$ cat config.mk
export PLATFORM = sky130hd
export DESIGN_NAME = lint2apb_bridge
export DESIGN_NICKNAME = d
export VERILOG_FILES = /design/src/rtl/lint2apb_pkg.sv /design/src/rtl/lint2apb_bridge.sv
export SDC_FILE = /design/constraint.sdc
export NUM_CORES = 1
export LEC_CHECK = 0
export ABC_CLOCK_PERIOD_IN_PS = 2800
export BUFFER_PORTS_ARGS = -buffer_cell sky130_fd_sc_hd__buf_4
export CORE_MARGIN = 1.5
export CORE_UTILIZATION = 24
export CTS_BUF_LIST = sky130_fd_sc_hd__clkbuf_8
export DETAILED_ROUTE_END_ITERATION = 10
export PLACE_DENSITY_LB_ADDON = 0.2
export SYNTH_ARGS = -nofsm -noshare
export SYNTH_HDL_FRONTEND = slang
export SYNTH_SLANG_ARGS = --single-unit
$ cat constraint.sdc
create_clock -name clk_i -period 2.8 [get_ports clk_i]
set_clock_uncertainty 0.1 [all_clocks]
set_input_delay 0.42 -clock clk_i [delete_from_list [all_inputs] [get_ports clk_i]]
set_output_delay 0.42 -clock clk_i [all_outputs]
set_load 0.005 [all_outputs]
$ cat src/rtl/lint2apb_pkg.sv
// Shared types and constants for the core-side to APB3 bridge.
package lint2apb_pkg;

  typedef enum logic [1:0] {IDLE, SETUP, ACCESS, RESP} apb_state_e;

  localparam int unsigned DefaultTimeoutCycles = 255;

  // Read data returned on writes, slave errors and timeouts.
  localparam logic [31:0] ErrRdata = 32'h0;

endpackage

$ cat src/rtl/lint2apb_bridge.sv
// Single-outstanding req/gnt/rvalid to APB3 master bridge with an access timeout
// so a peripheral that never raises PREADY cannot stall the core.
module lint2apb_bridge
  import lint2apb_pkg::*;
#(
  parameter int unsigned APB_ADDR_WIDTH = 32,
  parameter int unsigned APB_DATA_WIDTH = 32,
  parameter int unsigned TIMEOUT_CYCLES = DefaultTimeoutCycles
) (
  input  logic                        clk_i,
  input  logic                        rst_ni,
  input  logic                        data_req_i,
  input  logic [APB_ADDR_WIDTH-1:0]   data_addr_i,
  input  logic                        data_we_i,
  input  logic [APB_DATA_WIDTH/8-1:0] data_be_i,
  input  logic [APB_DATA_WIDTH-1:0]   data_wdata_i,
  output logic                        data_gnt_o,
  output logic                        data_rvalid_o,
  output logic [APB_DATA_WIDTH-1:0]   data_rdata_o,
  output logic                        data_err_o,
  output logic [APB_ADDR_WIDTH-1:0]   paddr_o,
  output logic [APB_DATA_WIDTH-1:0]   pwdata_o,
  output logic                        pwrite_o,
  output logic                        psel_o,
  output logic                        penable_o,
  input  logic [APB_DATA_WIDTH-1:0]   prdata_i,
  input  logic                        pready_i,
  input  logic                        pslverr_i
);

  localparam int unsigned CntW = $clog2(TIMEOUT_CYCLES + 1);
  localparam logic [CntW-1:0] CntLast = CntW'(TIMEOUT_CYCLES - 1);
  localparam logic [CntW-1:0] CntSat  = {CntW{1'b1}};
  localparam logic [APB_DATA_WIDTH-1:0] ErrData = APB_DATA_WIDTH'(ErrRdata);

  apb_state_e                state_q, state_d;
  logic [APB_ADDR_WIDTH-1:0] paddr_q, paddr_d;
  logic [APB_DATA_WIDTH-1:0] pwdata_q, pwdata_d;
  logic                      pwrite_q, pwrite_d;
  logic [APB_DATA_WIDTH-1:0] rdata_q, rdata_d;
  logic                      err_q, err_d;
  logic [CntW-1:0]           cnt_q, cnt_d;

  // APB3 carries no strobes; peripheral registers are word-only.
  logic unused_be;
  assign unused_be = ^data_be_i;

  always_comb begin
    state_d    = state_q;
    paddr_d    = paddr_q;
    pwdata_d   = pwdata_q;
    pwrite_d   = pwrite_q;
    rdata_d    = rdata_q;
    err_d      = err_q;
    cnt_d      = cnt_q;
    data_gnt_o = 1'b0;

    unique case (state_q)
      IDLE: begin
        data_gnt_o = data_req_i;
        if (data_req_i) begin
          paddr_d  = data_addr_i;
          pwrite_d = data_we_i;
          pwdata_d = data_wdata_i;
          state_d  = SETUP;
        end
      end
      SETUP: begin
        cnt_d   = '0;
        state_d = ACCESS;
      end
      ACCESS: begin
        if (pready_i) begin
          rdata_d = (pwrite_q || pslverr_i) ? ErrData : prdata_i;
          err_d   = pslverr_i;
          state_d = RESP;
        end else if (cnt_q == CntLast) begin
          rdata_d = ErrData;
          err_d   = 1'b1;
          state_d = RESP;
        end else if (cnt_q != CntSat) begin
          cnt_d = cnt_q + CntW'(1);
        end
      end
      RESP: begin
        state_d = IDLE;
      end
      default: begin
        state_d = IDLE;
      end
    endcase
  end

  always_ff @(posedge clk_i or negedge rst_ni) begin
    if (!rst_ni) begin
      state_q  <= IDLE;
      paddr_q  <= '0;
      pwdata_q <= '0;
      pwrite_q <= 1'b0;
      rdata_q  <= '0;
      err_q    <= 1'b0;
      cnt_q    <= '0;
    end else begin
      state_q  <= state_d;
      paddr_q  <= paddr_d;
      pwdata_q <= pwdata_d;
      pwrite_q <= pwrite_d;
      rdata_q  <= rdata_d;
      err_q    <= err_d;
      cnt_q    <= cnt_d;
    end
  end

  // APB strobes decode straight from the state flops: no path from the req side.
  assign psel_o        = (state_q == SETUP) || (state_q == ACCESS);
  assign penable_o     = (state_q == ACCESS);
  assign data_rvalid_o = (state_q == RESP);
  assign data_rdata_o  = data_rvalid_o ? rdata_q : '0;
  assign data_err_o    = data_rvalid_o & err_q;
  assign paddr_o       = paddr_q;
  assign pwdata_o      = pwdata_q;
  assign pwrite_o      = pwrite_q;

endmodule
==> run_results.csv <==
group,metric,value,unit
clock_tree,cts_buffers,9,
final_layout,nFillCells,1795,
placement,dpl.hpwl,8.46,mm
clock_tree,cts_tree,"done",
timing,max_slew_margin,0.304,
global_routing,overflow,0,
die,fp.dieW,140,um
critical_path,r2r_end,"paddr_o[21]",
clock_tree,path_clk_slew,0.10,ns
critical_path,critPathSlowestCell,"ha_1",
power_and_ir_drop,p_seq_frac,0.426,
drt,ant_nets,0,
drt,drc,14,
critical_path,endpoint,"data_rdata_o[5]",
critical_path,path_class,"register to primary output",
clock_tree,clock_path_buffers,2,
synthesis,synth_area_leaders,"dfrtp_1 60%, mux2_2 17%, a22o_1 6.2%",
drt,via_count,3298,
critical_path,worstSetupStartpointType,"register",
synthesis,syn_avg_cell_area,14.2,um2
clock_tree,root_buffer,"clkbuf_8",
placement,placed_cells,740,
drt,wirelength,11.4,mm
global_routing,grt_max_degree,52,
critical_path,crit_buf_inv,1,
timing,fin_tns_setup,0,ns
power_and_ir_drop,power.leakage,3.18,nW
synthesis,syn_inst,316,
critical_path,r2r_cells,5,
final_layout,layout-drive-gt1-share,0.570,
timing,rsz0062_at_grt,"false",
clock_tree,clk_latency,0.38,ns
synthesis,yosys-top-cells-count,"108 x dfrtp_1, 66 x mux2_2, 35 x and2_1",
placement,globalplace.congestion,0.757,
critical_path,cp_cell_sequence,"ha_1 > and2_1 > buf_4",
drt,via_per_inst,4.37,
timing,timing.final.crit_share,0.917,
final_layout,area_growth,44.6,%
synthesis,synth.most_common_cell,"dfrtp_1",
synthesis,synth_edf_count,0,
placement,io_buffer_count,203,
power_and_ir_drop,power,0.00617,W
drt,first_pass_iters,7,
synthesis,synth-main-ff-cell,"dfrtp_1",
clock_tree,cts_htree_levels,3,
power_and_ir_drop,p_sw_frac,0.298,
critical_path,r2r_start,"state_q[0]",
die,rows,49,
power_and_ir_drop,peakVddDrop,0.000381,V
timing,tightestPinTransition,1.04,ns
global_routing,grt_pass1_wl,18.8,mm
final_layout,final_area,6500,um2
job,cap_viol_max_count,0,
timing,fin_crit,2.57,ns
synthesis,postSynth.asyncResetShare,1.00,
synthesis,ys_ff_latch,108,
synthesis,yosys_warnings,0,
synthesis,yosys.area.top_type_share,0.601,
critical_path,reg2reg_slack,0.73,ns
critical_path,worstPathArrival,2.05,ns
final_layout,layout.cells.non_filler,755,
critical_path,cp_num_cells,3,
die,initial_core_util,0.248,
final_layout,final_nets,636,
global_routing,antenna_found_initial,0,
critical_path,cp-startpoint,"state_q[0]",
power_and_ir_drop,switchingPower,0.00183,W
global_routing,grt.total_usage,0.122,
drt,wl_per_cell,15.1,um
die,ios,208,
placement,placed_area,6280,um2
outcome,violations,"DRC",
synthesis,syn-num-nets,429,
die,fp.dieH,140,um
timing,fmax,390,MHz
critical_path,cp_top_family,"adder cells",
die,die-area,19600,um2
timing,finalSetupViolations,0,
timing,slew_viol_final,0,
final_layout,diodes,0,
power_and_ir_drop,combPwrFrac,0.406,
critical_path,cpPeakStageDelay,0.86,ns
critical_path,critPathRequiredTime,2.28,ns
synthesis,ys_seq_area_frac,0.601,
synthesis,synth_cell_types,38,
outcome,outcome,"complete, but fails checks",
drt,drt_iter0_drc,133,
clock_tree,cts_resized,0,
power_and_ir_drop,p_int,0.00433,W
global_routing,grt_pass1_vias,3582,
worst_hold_path,hp-class,"primary input to register",
timing,hold_viol_final,0,
synthesis,synth_area,4500,um2
power_and_ir_drop,power_density,948,nW/um2
critical_path,path_max_fanout,34,
synthesis,yosysTopAreaCell,"dfrtp_1",
power_and_ir_drop,p_clk_frac,0.169,
die,core,18100,um2
clock_tree,clock-sinks,108,
critical_path,end_kind,"primary output",
-- layout make-up --
cell class                      count  area (um2)  share of cell area
Multi-Input combinational cell    185        1670               0.256
Timing Repair Buffer              213        1610               0.248
Clock inverter                      4        73.8              0.0114
Sequential cell                   108        2700               0.416
Tap cell                          229         287              0.0441
Clock buffer                       10         138              0.0212
Inverter                            6        22.5             0.00346
-- layer usage --
| layer | vias to the layer above | track usage | wire, um |
|---|---|---|---|
| met3 | 19 | 0.0399 | 878 |
| li1 | 1537 | - | - |
| met5 | - | 0 | 0 |
| met2 | 120 | 0.198 | 5650 |
| met1 | 1622 | 0.150 | 4670 |
| met4 | 0 | 0.0460 | 227 |
-- logic make-up after synthesis --
| family | share of synthesized area |
|---|---|
| adder cells (fa/ha/maj) | 0.0195 |
| AO/OA/AOI/OAI | 0.0938 |
| multiplexers | 0.174 |
| flip-flops | 0.601 |
| AND/OR/NAND/NOR | 0.0821 |
| buffers and inverters | 0.0295 |
-- placed cells by master (no fill, tap or decap), types with 2 or more instances in the layout --
master / Yosys / routed
buf_4: 4 / 211
dfrtp_1: 108 / 108
mux2_2: 66 / 66
and2_1: 35 / 34
a22o_1: 32 / 32
clkbuf_8: 0 / 10
ha_1: 7 / 7
inv_1: 6 / 6
nand2_1: 6 / 6
nand3_1: 5 / 5
mux2i_1: 4 / 4
nor2_2: 1 / 2
nand4_1: 2 / 2
o21a_1: 2 / 2
o211ai_1: 2 / 2
o21ai_0: 2 / 2
bufinv_16: 0 / 2
-- state kept, by name, summed over array words and instances (netlist names) --
name and cells:
cnt_q 8, state_q 2, paddr_o 32, pwdata_o 32, pwrite_o 1, err_q 1, rdata_q 32
-- power by group through the flow --
stage / Sequential, W / Combinational [W] / Clock [W]
6_report: 0.00263 / 0.00250 / 0.00104
3_5_place_dp: 0.00265 / 0.00256 / 0
4_1_cts: 0.00263 / 0.00256 / 0.00110
5_1_grt: 0.00273 / 0.00274 / 0.00117
3_3_place_gp: 0.00263 / 0.00251 / 0
2_1_floorplan: 0.00264 / 0.00120 / 0
-- repair_timing --
item,4_1_cts,5_1_grt
endpoints found under the hold margin,43,0
buffers inserted,0,0
hold buffers,1,0
-- how the worst min path moves through the flow --
stage | start | endpoint | slack [ns] | cells after the start
floorplan | rst_ni | cnt_q[0] | 0.02 | 0
global placement | rst_ni | paddr_o[10] | 0.37 | 1
detailed placement | rdata_q[3] | rdata_q[3] | 0.37 | 1
CTS | prdata_i[25] | rdata_q[25] | 0.12 | 2
global route | prdata_i[25] | rdata_q[25] | 0.13 | 2
finish | prdata_i[25] | rdata_q[25] | 0.16 | 2
-- through the flow --
stage	utilization	setup WS, ns	hold slack [ns]
5_1_grt	0.358	0.0369	0.125
3_3_place_gp	0.346	0.638	0.372
3_5_place_dp	0.346	0.607	0.374
2_1_floorplan	-	1.08	0.0244
4_1_cts	0.358	0.146	0.122
6_report	0.358	0.233	0.158
No activity file was read; power rests on OpenSTA's default activity.
